File: config.mk
export PLATFORM = sky130hd
export DESIGN_NAME = keypad_scan_fifo
export DESIGN_NICKNAME = d
export VERILOG_FILES = /design/src/rtl/keypad_scan_fifo.sv
export SDC_FILE = /design/constraint.sdc
export NUM_CORES = 1
export LEC_CHECK = 0
export ABC_AREA = 1
export CORE_ASPECT_RATIO = 2
export CORE_MARGIN = 8
export CORE_UTILIZATION = 40
export DETAILED_ROUTE_END_ITERATION = 12
export GPL_ROUTABILITY_DRIVEN = 0
export GPL_TIMING_DRIVEN = 0
export PLACE_DENSITY = 0.67
export SETUP_SLACK_MARGIN = 0.02
export SLEW_MARGIN = 15
export SYNTH_ARGS = -nofsm -noshare
export SYNTH_HDL_FRONTEND = slang
export SYNTH_SLANG_ARGS = --single-unit
export TNS_END_PERCENT = 1
File: constraint.sdc
create_clock -name Clock -period 4.36 [get_ports Clock]
set_input_delay 0.654 -clock Clock [delete_from_list [all_inputs] [get_ports Clock]]
set_output_delay 0.654 -clock Clock [all_outputs]
set_load 0.01 [all_outputs]
File: src/rtl/keypad_scan_fifo.sv
// Scans an active-low ROWS x COLS keypad, debounces single presses and queues
// their linear codes (row*COLS + col) in a show-ahead FIFO with sticky overflow.
module keypad_scan_fifo #(
    parameter int ROWS            = 4,
    parameter int COLS            = 4,
    parameter int SCAN_DWELL      = 4,
    parameter int DEBOUNCE_CYCLES = 8,
    parameter int FIFO_DEPTH      = 4,
    localparam int CW             = $clog2(ROWS * COLS),
    localparam int CNTW           = $clog2(FIFO_DEPTH + 1)
) (
    input  logic            Clock,
    input  logic            Reset,
    input  logic [ROWS-1:0] RowIn,
    output logic [COLS-1:0] ColOut,
    output logic            KeyRdy,
    input  logic            KeyRd,
    output logic [CW-1:0]   KeyCode,
    output logic [CNTW-1:0] KeyCount,
    output logic            Overflow
);

    localparam int ROWW = $clog2(ROWS);
    localparam int COLW = $clog2(COLS);
    localparam int DWW  = $clog2(SCAN_DWELL);
    localparam int DBW  = $clog2(DEBOUNCE_CYCLES + 1);
    localparam int PTRW = $clog2(FIFO_DEPTH);

    typedef enum logic [1:0] {SCAN, DEBOUNCE, HELD} state_t;

    state_t          state_q, state_d;
    logic [ROWS-1:0] row_s1_q, row_s1_d, row_s2_q, row_s2_d;
    logic [COLW-1:0] col_q, col_d, col_next;
    logic [ROWW-1:0] row_q, row_d, low_row;
    logic [DWW-1:0]  dwell_q, dwell_d;
    logic [DBW-1:0]  deb_q, deb_d, deb_inc;
    logic [ROWS-1:0] rs, rs_inv, held_pat;
    logic            single_low, push;

    logic [CW-1:0]   mem_q [FIFO_DEPTH];
    logic [PTRW-1:0] wr_ptr_q, wr_ptr_d, rd_ptr_q, rd_ptr_d;
    logic [CNTW-1:0] count_q, count_d;
    logic            ovf_q, ovf_d;
    logic            pop, full, push_ok;
    logic [CW-1:0]   push_code;

    assign rs = row_s2_q;

    // NOTE: every variable driven here gets a default first, otherwise the
    // paths that skip an assignment would infer latches.
    always_comb begin
        row_s1_d = RowIn;
        row_s2_d = row_s1_q;

        rs_inv     = ~rs;
        single_low = (rs_inv != '0) && ((rs_inv & (rs_inv - 1'b1)) == '0);
        low_row    = '0;
        for (int r = 0; r < ROWS; r++) begin
            if (!rs[r]) low_row = ROWW'(r);
        end

        held_pat        = '1;
        held_pat[row_q] = 1'b0;
        col_next        = (col_q == COLW'(COLS - 1)) ? '0 : col_q + 1'b1;
        deb_inc         = deb_q + 1'b1;

        state_d = state_q;
        col_d   = col_q;
        row_d   = row_q;
        dwell_d = dwell_q;
        deb_d   = deb_q;
        push    = 1'b0;

        case (state_q)
            SCAN: begin
                if (dwell_q == DWW'(SCAN_DWELL - 1)) begin
                    dwell_d = '0;
                    if (single_low) begin
                        row_d   = low_row;
                        deb_d   = '0;
                        state_d = DEBOUNCE;
                    end else begin
                        col_d = col_next;
                    end
                end else begin
                    dwell_d = dwell_q + 1'b1;
                end
            end
            DEBOUNCE: begin
                if (rs == held_pat) begin
                    if (deb_inc == DBW'(DEBOUNCE_CYCLES)) begin
                        push    = 1'b1;
                        deb_d   = '0;
                        state_d = HELD;
                    end else begin
                        deb_d = deb_inc;
                    end
                end else begin
                    state_d = SCAN;
                    col_d   = col_next;
                end
            end
            HELD: begin
                // Release is only accepted after a full run of all-high samples.
                if (&rs) begin
                    if (deb_inc == DBW'(DEBOUNCE_CYCLES)) begin
                        deb_d   = '0;
                        state_d = SCAN;
                        col_d   = col_next;
                    end else begin
                        deb_d = deb_inc;
                    end
                end else begin
                    deb_d = '0;
                end
            end
            default: state_d = SCAN;
        endcase
    end

    always_comb begin
        push_code = CW'(int'(row_q) * COLS + int'(col_q));
        pop       = KeyRd && (count_q != '0);
        full      = (count_q == CNTW'(FIFO_DEPTH));
        push_ok   = push && (!full || pop);
        wr_ptr_d  = push_ok ? wr_ptr_q + 1'b1 : wr_ptr_q;
        rd_ptr_d  = pop ? rd_ptr_q + 1'b1 : rd_ptr_q;
        ovf_d     = ovf_q | (push & full & !pop);
        case ({push_ok, pop})
            2'b10:   count_d = count_q + 1'b1;
            2'b01:   count_d = count_q - 1'b1;
            default: count_d = count_q;
        endcase
    end

    // NOTE: state flops use non-blocking assignments so every flop samples
    // the pre-edge values regardless of statement order.
    always_ff @(posedge Clock or negedge Reset) begin
        if (!Reset) begin
            state_q  <= SCAN;
            row_s1_q <= '1;
            row_s2_q <= '1;
            col_q    <= '0;
            row_q    <= '0;
            dwell_q  <= '0;
            deb_q    <= '0;
            wr_ptr_q <= '0;
            rd_ptr_q <= '0;
            count_q  <= '0;
            ovf_q    <= 1'b0;
        end else begin
            state_q  <= state_d;
            row_s1_q <= row_s1_d;
            row_s2_q <= row_s2_d;
            col_q    <= col_d;
            row_q    <= row_d;
            dwell_q  <= dwell_d;
            deb_q    <= deb_d;
            wr_ptr_q <= wr_ptr_d;
            rd_ptr_q <= rd_ptr_d;
            count_q  <= count_d;
            ovf_q    <= ovf_d;
        end
    end

    // NOTE: the storage array is deliberately not reset; stale entries are
    // never visible because KeyCode is gated by the occupancy count.
    always_ff @(posedge Clock) begin
        if (push_ok) mem_q[wr_ptr_q] <= push_code;
    end

    always_comb begin
        ColOut        = '1;
        ColOut[col_q] = 1'b0;
    end

    assign KeyRdy   = (count_q != '0);
    assign KeyCode  = KeyRdy ? mem_q[rd_ptr_q] : '0;
    assign KeyCount = count_q;
    assign Overflow = ovf_q;

endmodule

==> results.ini, run 1 <==
[outcome]
run_status=completed

[synth]
ys_warn_count=0
synth_nets=262
synthCells=239
yosys-top-cells-area=dfrtp_1 (22%), edfxtp_1 (21%), dfstp_2 (9.4%), ha_1 (8.4%), nand2_1 (7.7%)
avgSynthCellArea_um2=9.37
yosysTopAreaCellShare_pct=22.4
synth_seq_area_share_pct=53.2
synth-seq-cells=44
synth_top_area_cell=dfrtp_1
synth_area_mm2=0.00224
synth_cell_types=28

[clock_network]
clockBufferDepth=2
cts_buffers=5
clock-sinks=44
cts_tree=built
clkTransAtPathRegs_ns=0.08
cts_resized=0
clk_latency_ns=0.29
htree_levels=2
cts_setup_buffers=0
postCtsHoldBufs=0
root_buffer=clkbuf_8

[timing]
rsz0062_at_grt=no
min_period_ns=2.52
maxSlewViolCount=0
min_period_over_period_pct=57.8
setup_viol=0
maxSlewHeadroom_pct=58.7
worstMarginPinSlew_ns=0.619
hold_viol_final=0
maxClockFrequency_ghz=0.397
fin_skew_ns=0.00976
timing.hold.ws_ns=0.357
tns_ns=0

[drt]
vias=1582
dr.pass1.iters=4
wl_um=3930
drcViolationCount=0
wl_per_cell_um=12.1
met1_length_um=1360
drtAntennaViolNets=0
dr_wl_met2_um=2330
viasPerCell=4.85
dr.first_iter.drc_count=46
routed.top_layer=met4
wl_met3_um=118

[grt]
grt_usage_pct=10.5
antenna_found_initial=0
grt.overflow.total=0
grt_max_degree=29
grt_pass1_wl_um=6710
grt_pass1_vias=1599

[finish]
finish.instance_area_mm2=0.00266
multi_input_area_um2=915
fin_util_pct=49.0
fillers=527
syn_to_final_growth_pct=18.7
antenna_cells=0
nets=288
drive_above_1_share_pct=12.4
seqCellArea_mm2=0.00119

[die]
die-width_um=68.9
ios=20
start_util_pct=41.3
core_area_mm2=0.00542
rows=38
die_area_mm2=0.00839
die_height_um=122

[critical_path]
reg2reg_to=KeyCount[2]$_DFFE_PN0P_
crit_end=KeyCode[2]
path_class=register to output port
endpoint_kind=output port
cp-start-kind=register
crit_path_start=rd_ptr_q[0]$_DFFE_PN0P_
r2r_slack_ns=2.06
worstPathArrival_ns=1.87
timing.rr.start=KeyCount[0]$_DFFE_PN0P_
critPathMaxFanout=10
cp.required_ns=3.71
rr_worst_depth=11

[placed_design]
dpl_cell_area_mm2=0.00250
dp_hpwl_um=3080
io_buffer_count=19

[flow_run]
drv_cap=0

[pwr]
power_leakage_nw=1.25
p_total_w=0.00164
power.density_mw_per_mm2=619
ir_drop_v=0.000385

[worst_hold_path]
hp-class=register to register

-- area by class of cell --
class,instances,area share [%]
plain buffers,1,0.188
multi-input cells,160,34.4
flip-flops and latches,44,44.8
clock buffers,5,2.59
well taps,60,2.82
clock inverters,3,3.39
inverters,34,4.80
repair buffers,19,6.97
-- per-stage QoR --
step	worst slack [ns]	std cells
after floorplan	2.19	239
after global placement	1.69	318
after detailed placement	1.67	318
after CTS	1.82	326
after global routing	1.73	326
final	1.84	326
-- synth_stat cells, drive strengths merged --
| cell type | count |
|---|---|
| nand2 | 51 |
| nor2 | 42 |
| inv | 34 |
| dfrtp | 20 |
| edfxtp | 16 |
| nand3 | 16 |
| o21ai | 16 |
| ha | 15 |
| a21oi | 8 |
| dfstp | 8 |
| nand4 | 3 |
| or2 | 2 |
| xor2 | 2 |
| a21boi | 1 |
| a21o | 1 |
| buf | 1 |
| fa | 1 |
| nor3 | 1 |
| xnor2 | 1 |
-- cells by family (layout without fill, tap and decap cells) --
| group | count (synthesis) | after routing | synth area share (%) |
|---|---|---|---|
| buf+inv | 35 | 62 | 5.92 |
| compound gates | 26 | 26 | 6.20 |
| fa+ha+maj | 16 | 16 | 9.28 |
| xor+xnor | 3 | 3 | 1.17 |
| flops | 44 | 44 | 53.2 |
| simple gates | 115 | 115 | 24.2 |
-- flip-flops by register name, indices dropped and copies added, names as in the netlist --
| signal | cells |
|---|---|
| wr_ptr_q | 2 |
| row_q | 2 |
| row_s1_q | 4 |
| row_s2_q | 4 |
| rd_ptr_q | 2 |
| Overflow | 1 |
| col_q | 2 |
| mem_q | 16 |
| KeyCount | 3 |
| state_q | 2 |
| dwell_q | 2 |
| deb_q | 4 |
-- where the power goes --
| part | internal (W) | switching (W) | leakage [nW] |
|---|---|---|---|
| clock network | 0.000286 | 0.000133 | 0.0784 |
| logic | 0.000275 | 0.000345 | 0.687 |
| registers | 0.000521 | 0.0000844 | 0.484 |
| total | 0.00108 | 0.000562 | 1.25 |
-- per-layer routing --
metal / up-vias / track usage, %
met5: - / 0
met2: 23 / 20.3
met4: 0 / 6.07
li1: 811 / -
met1: 737 / 8.82
met3: 11 / 2.21
-- how the worst min path moves through the flow --
stage | slack, ns | depth (start not counted) | startpoint | endpoint
after global placement | 0.35 | 0 | row_s1_q[0]$_DFF_PN1_ | row_s2_q[0]$_DFF_PN1_
after CTS | 0.36 | 0 | row_s1_q[3]$_DFF_PN1_ | row_s2_q[3]$_DFF_PN1_
after detailed placement | 0.35 | 0 | row_s1_q[3]$_DFF_PN1_ | row_s2_q[3]$_DFF_PN1_
after floorplan | 0.35 | 0 | row_s1_q[0]$_DFF_PN1_ | row_s2_q[0]$_DFF_PN1_
final | 0.36 | 0 | row_s1_q[3]$_DFF_PN1_ | row_s2_q[3]$_DFF_PN1_
after global routing | 0.36 | 0 | row_s1_q[2]$_DFF_PN1_ | row_s2_q[2]$_DFF_PN1_
-- critical path, cell delays in order (launching register included) --
cell             delay, ns
dfrtp_1               0.36
buf_2                 0.17
inv_1                 0.21
o21ai_0               0.14
a21oi_1               0.15
clkdlybuf4s50_1       0.55
-- placed cells by master, fill, tap and decap left out, types with 2 or more instances in the layout --
| cell type | instances |
|---|---|
| edfxtp_1 | 16 |
| inv_1 | 33 |
| or2_1 | 2 |
| dfstp_2 | 8 |
| bufinv_16 | 3 |
| clkbuf_8 | 5 |
| nor2_1 | 36 |
| nor2_2 | 4 |
| nand4_1 | 3 |
| buf_2 | 2 |
| a21oi_1 | 7 |
| nand3_4 | 2 |
| nand2_2 | 4 |
| nand3_1 | 14 |
| o21ai_0 | 14 |
| nand2_1 | 46 |
| ha_1 | 15 |
| xor2_1 | 2 |
| dfrtp_1 | 20 |
| clkdlybuf4s50_1 | 18 |
| o21ai_1 | 2 |
No activity file was read; power rests on OpenSTA's default activity.
==> run 2, diff against run 1 <==
- PLACE_DENSITY: 0.67 -> 0.69
- clock period: 4.36 -> 2.1 ns (I/O delays scaled with it)
==> results.ini, run 2 (synthesis results as in run 1) <==
[outcome]
run_status=finished with violations
violations=negative setup slack

[finish]
largest_reg_flops=16  ; unchanged
final_common_cell=nand2_1
largest-register=mem_q
drive_above_1_share_pct=22.2  ; +9.8 points
syn_to_final_growth_pct=24.0
antenna_cells=0  ; unchanged
nets=297  ; +3.1%
layout_common_cells=nand2_1 (42), nor2_1 (35), inv_1 (30)
fin_cells=335  ; +2.8%
fin_util_pct=51.2  ; +2.2 points

[timing]
min_period_ns=2.11
finalWorstSetupSlack_ns=-0.00574  ; -1.84 ns
worstMarginPinSlew_ns=0.636  ; +0.0170 ns
setup_viol=1  ; +1
maxSlewViolCount=0  ; unchanged
fin_skew_ns=0.0142  ; +0.00446 ns
min_period_over_period_pct=100
maxSlewHeadroom_pct=57.6  ; -1.1 points
rsz0062_at_grt=yes
hold_viol_final=0  ; unchanged
maxClockFrequency_ghz=0.475

[clock_network]
clk_latency_ns=0.29  ; about the same
clkTransAtPathRegs_ns=0.09  ; about the same
cts_tree=built
cts_buffers=5  ; unchanged
postCtsHoldBufs=0  ; unchanged
clockBufferDepth=2  ; unchanged
root_buffer=clkbuf_8
clock-sinks=44  ; unchanged
htree_levels=2  ; unchanged

[grt]
antenna_found_initial=0  ; unchanged
grt.overflow.total=0  ; unchanged
grt_pass1_wl_um=7090  ; +5.7%
grt_max_degree=29  ; unchanged
grt_pass1_vias=1663  ; +4.0%
grt_usage_pct=11.0  ; +0.55 points

[placed_design]
io_buffer_count=19  ; unchanged
dp_worst_setup_slack_ns=-0.232  ; -1.90 ns
dp_hpwl_um=3080  ; about the same
dp.cells=318  ; unchanged

[die]
ios=20  ; unchanged
die_area_mm2=0.00839  ; unchanged
core_area_mm2=0.00542  ; unchanged
die-width_um=68.9  ; unchanged
rows=38  ; unchanged
start_util_pct=41.3  ; unchanged
die_height_um=122  ; unchanged

[critical_path]
critPathMaxFanout=3  ; -7
crit_end=KeyCount[2]$_DFFE_PN0P_
reg2reg_to=KeyCount[2]$_DFFE_PN0P_
cp.required_ns=2.29  ; -1.42 ns
crit_family=flip-flops
critPathBufInv=2  ; -1
r2r_slack_ns=-0.006  ; -2.07 ns
crit_path_start=row_s2_q[3]$_DFF_PN1_
endpoint_kind=register
rr_worst_depth=13  ; +2
worstPathCellList=buf_6 -> nand3_2 -> nand2_2 -> nor2_4 -> nand3_4 -> nor2_8 -> nand2_4 -> ha_4 -> inv_4 -> fa_2 -> a21oi_2 -> o21ai_2 -> xor2_1
crit_path_top_delay_cell=dfstp_2
crit_path_max_incr_delay_ns=0.57  ; +0.02 ns
worstPathArrival_ns=2.29  ; +0.42 ns
cp-start-kind=register
path_depth=13  ; +8
timing.rr.start=row_s2_q[3]$_DFF_PN1_
path_class=register to register

[worst_hold_path]
hp-class=input port to asynchronous set/reset pin

[pwr]
power.density_mw_per_mm2=1200  ; +93%
p_total_w=0.00332  ; +100%
power_leakage_nw=1.32  ; +5.4%
ir_drop_v=0.000799  ; +110%

[drt]
dr.pass1.iters=4  ; unchanged
met1_length_um=1420  ; +4.3%
wl_um=4220  ; +7.2%
drtAntennaViolNets=0  ; unchanged
vias=1614  ; +2.0%
viasPerCell=4.82  ; -0.72%
routed.top_layer=met4
dr.first_iter.drc_count=33  ; -28%
wl_per_cell_um=12.6  ; +4.3%
drcViolationCount=0  ; unchanged
wl_met3_um=106  ; -10%
dr_wl_met2_um=2580  ; +11%

[flow_run]
drv_cap=0  ; unchanged

run 2: cell count changes in the layout (fill, tap and decap cells not counted), sizes merged:
| cell | previous run | this run |
|---|---|---|
| clkdlybuf4s50 | 18 | 14 |
| clkbuf | 5 | 6 |
| bufinv | 3 | 1 |
| clkinv | 0 | 1 |
| buf | 2 | 11 |
| dlymetal6s2s | 0 | 4 |
run 2: power breakdown:
part / total, W / switching, W / internal, W / leakage (nW)
Combinational: 0.00141 / 0.000770 / 0.000636 / 0.782
Clock: 0.000628 / 0.000275 / 0.000353 / 0.0552
Sequential: 0.00128 / 0.000196 / 0.00109 / 0.481
run 2: area by class of cell:
cell class | instances | area, um2
fillers | 511 | 2650
well taps | 60 | 75.1
clock buffers | 6 | 72.6
repair buffers | 28 | 270
inverters | 34 | 133
plain buffers | 1 | 7.51
clock inverters | 2 | 35.0
multi-input cells | 160 | 987
flip-flops and latches | 44 | 1190
run 2: metal layers:
layer  track usage, %  vias to the layer above
met2             21.7                       22
met3             1.75                        7
met5                0                        -
li1                 -                      825
met4             6.45                        0
met1             9.31                      760
run 2: what timing repair did:
item / 4_1_cts / 5_1_grt
setup buffers: 6 / 3
pin swaps: 7 / 8
gates resized for setup: 9 / 21
setup endpoints to repair: 6 / 9
gates cloned: 0 / 0
run 2: worst min path at each step:
stage / start / endpoint / slack (ns) / cells after the start
floorplan: Reset / KeyCount[0]$_DFFE_PN0P_ / 0.02 / 0
global placement: row_s1_q[2]$_DFF_PN1_ / row_s2_q[2]$_DFF_PN1_ / 0.35 / 0
detailed placement: row_s1_q[2]$_DFF_PN1_ / row_s2_q[2]$_DFF_PN1_ / 0.35 / 0
CTS: Reset / state_q[1]$_DFFE_PN0P_ / 0.05 / 1
global route: Reset / row_q[1]$_DFFE_PN0P_ / 0.08 / 1
finish: Reset / state_q[1]$_DFFE_PN0P_ / 0.03 / 1
run 2: stage by stage:
step                      hold WS, ns  instance area, um2  setup TNS (ns)
after CTS                      0.0537                2680         -0.0173
after global placement          0.345                2520          -0.308
after floorplan                0.0194                2250        -0.00541
final                          0.0285                2780        -0.00574
after global routing           0.0766                2780          -0.129
after detailed placement        0.347                2510          -0.404
==> run 3, diff against run 2 <==
--- a/config.mk
+++ b/config.mk
@@ -11,2 +11,3 @@
 export CORE_UTILIZATION = 40
+export CTS_CLUSTER_DIAMETER = 80
 export DETAILED_ROUTE_END_ITERATION = 12
--- a/constraint.sdc
+++ b/constraint.sdc
@@ -3,2 +3,2 @@
 set_output_delay 0.315 -clock Clock [all_outputs]
-set_load 0.01 [all_outputs]
+set_load 0.02 [all_outputs]
==> results.ini, run 3 (synthesis results as in run 1) <==
[outcome]
run_status=finished with violations
violations=negative setup slack

[worst_hold_path]
hp-class=input port to asynchronous set/reset pin

[grt]
grt_usage_pct=11.3  ; +0.22 points
grt_max_degree=29  ; unchanged
grt_pass1_vias=1672  ; +0.54%
antenna_found_initial=0  ; unchanged
grt_pass1_wl_um=7180  ; +1.3%
grt.overflow.total=0  ; unchanged

[timing]
maxSlewHeadroom_pct=58.1  ; +0.54 points
min_period_over_period_pct=102  ; +1.8 points
maxSlewViolCount=0  ; unchanged
hold_viol_final=0  ; unchanged
fin_skew_ns=0.0101  ; -0.00413 ns
tns_ns=-0.0429  ; -0.0371 ns
rsz0062_at_grt=yes
min_period_ns=2.14  ; +0.0371 ns
maxClockFrequency_ghz=0.467  ; -1.7%
finalWorstSetupSlack_ns=-0.0429  ; -0.0371 ns
setup_viol=1  ; unchanged
worstMarginPinSlew_ns=0.628  ; -0.00809 ns

[die]
rows=38  ; unchanged
start_util_pct=41.3  ; unchanged
core_area_mm2=0.00542  ; unchanged
ios=20  ; unchanged
die_height_um=122  ; unchanged
die-width_um=68.9  ; unchanged
die_area_mm2=0.00839  ; unchanged

[critical_path]
cp-start-kind=register
endpoint_kind=register
timing.rr.start=row_s2_q[2]$_DFF_PN1_
rr_worst_depth=11  ; -2
reg2reg_to=KeyCount[1]$_DFFE_PN0P_
critPathMaxFanout=5  ; +2
path_class=register to register
worstPathArrival_ns=2.36  ; +0.07 ns
crit_path_start=row_s2_q[2]$_DFF_PN1_
cp.required_ns=2.32  ; +0.03 ns
r2r_slack_ns=-0.04  ; -0.04 ns

[drt]
vias=1609  ; -0.31%
drtAntennaViolNets=0  ; unchanged
dr.first_iter.drc_count=27  ; -18%
wl_per_cell_um=12.5  ; -0.97%
drcViolationCount=0  ; unchanged
viasPerCell=4.80  ; -0.31%
wl_um=4170  ; -0.97%
dr.pass1.iters=4  ; unchanged

[pwr]
ir_drop_v=0.000660  ; -17%
power.density_mw_per_mm2=1190  ; -0.71%
power_leakage_nw=1.27  ; -3.8%
p_total_w=0.00324  ; -2.4%

[clock_network]
root_buffer=clkbuf_8
htree_levels=2  ; unchanged
clkTransAtPathRegs_ns=0.08  ; about the same
clk_latency_ns=0.30  ; about the same
cts_buffers=5  ; unchanged
clockBufferDepth=2  ; unchanged
postCtsHoldBufs=0  ; unchanged
cts_tree=built
clock-sinks=44  ; unchanged

[finish]
nets=297  ; unchanged
final_common_cell=nand2_1
largest-register=mem_q
drive_above_1_share_pct=22.2  ; unchanged
syn_to_final_growth_pct=21.9
largest_reg_flops=16  ; unchanged
layout_common_cells=nand2_1 (40), nor2_1 (35), inv_1 (31)
finish.instance_area_mm2=0.00273  ; -1.7%
antenna_cells=0  ; unchanged

[placed_design]
io_buffer_count=19  ; unchanged
dpl_cell_area_mm2=0.00252  ; +0.40%
dp_hpwl_um=3110  ; +1.2%
dp_worst_setup_slack_ns=-0.279  ; -0.0465 ns

[flow_run]
drv_cap=0  ; unchanged

[run 3: cell types whose count changed in the layout (fill, tap and decap cells not counted), sizes merged]
| cell | delta |
|---|---|
| bufinv | -1 |
| clkbuf | -1 |
| clkinv | +2 |
| dlygate4sd2 | +4 |
| dlymetal6s2s | -4 |
[run 3: final cells by class]
type / count / area [um2]
buffer: 1 / 5.00
clock buffer: 5 / 68.8
clock inverter: 3 / 13.8
fill: 516 / 2690
inverter: 34 / 130
multi-input combinational: 160 / 985
sequential: 44 / 1200
tap: 60 / 75.1
timing repair buffer: 28 / 251
[run 3: per-stage QoR]
stage	std cells	utilization (%)	hold WS [ns]
finish	335	50.3	0.0244
global route	335	50.3	0.0732
CTS	329	48.6	0.0499
detailed placement	318	46.5	0.347
global placement	318	46.6	0.346
floorplan	239	-	0.0194
[run 3: repair_timing]
item,4_1_cts,5_1_grt
endpoints found under the setup margin,8,15
pin swaps,6,9
setup buffers,3,6
gates resized for setup,12,13
hold endpoints to repair,0,0
[run 3: power breakdown]
group	switching (W)	internal, W	leakage [nW]
clock	0.000275	0.000226	0.0453
sequential	0.000188	0.00109	0.477
combinational	0.000861	0.000595	0.745
[run 3: worst max-delay path, cell delays in order, from the launching register on]
cell and delay, ns:
dfstp_2 0.59, nand2_2 0.08, nand2_2 0.09, nand2_2 0.07, nor2_4 0.14, nand3_4 0.11
nor2_8 0.13, nand2_4 0.06, ha_4 0.16, inv_4 0.05, fa_2 0.44, o21ai_2 0.15
[run 3: per-layer routing]
layer  wire, um  track usage, %  up-vias
met5          0               0        -
met4        140            6.95        0
met3        115            2.58       12
met2       2490            21.2       24
met1       1430            9.79      747
li1           -               -      826
[run 3: worst max path at each step]
stage                              end  slack (ns)  cells past startpoint
6_report       KeyCount[1]$_DFFE_PN0P_       -0.04                     11
5_1_grt        KeyCount[1]$_DFFE_PN0P_       -0.14                     11
3_5_place_dp   KeyCount[1]$_DFFE_PN0P_       -0.28                     11
2_1_floorplan  KeyCount[2]$_DFFE_PN0P_       -0.01                     14
3_3_place_gp   KeyCount[1]$_DFFE_PN0P_       -0.18                     11
4_1_cts        KeyCount[2]$_DFFE_PN0P_       -0.07                     14
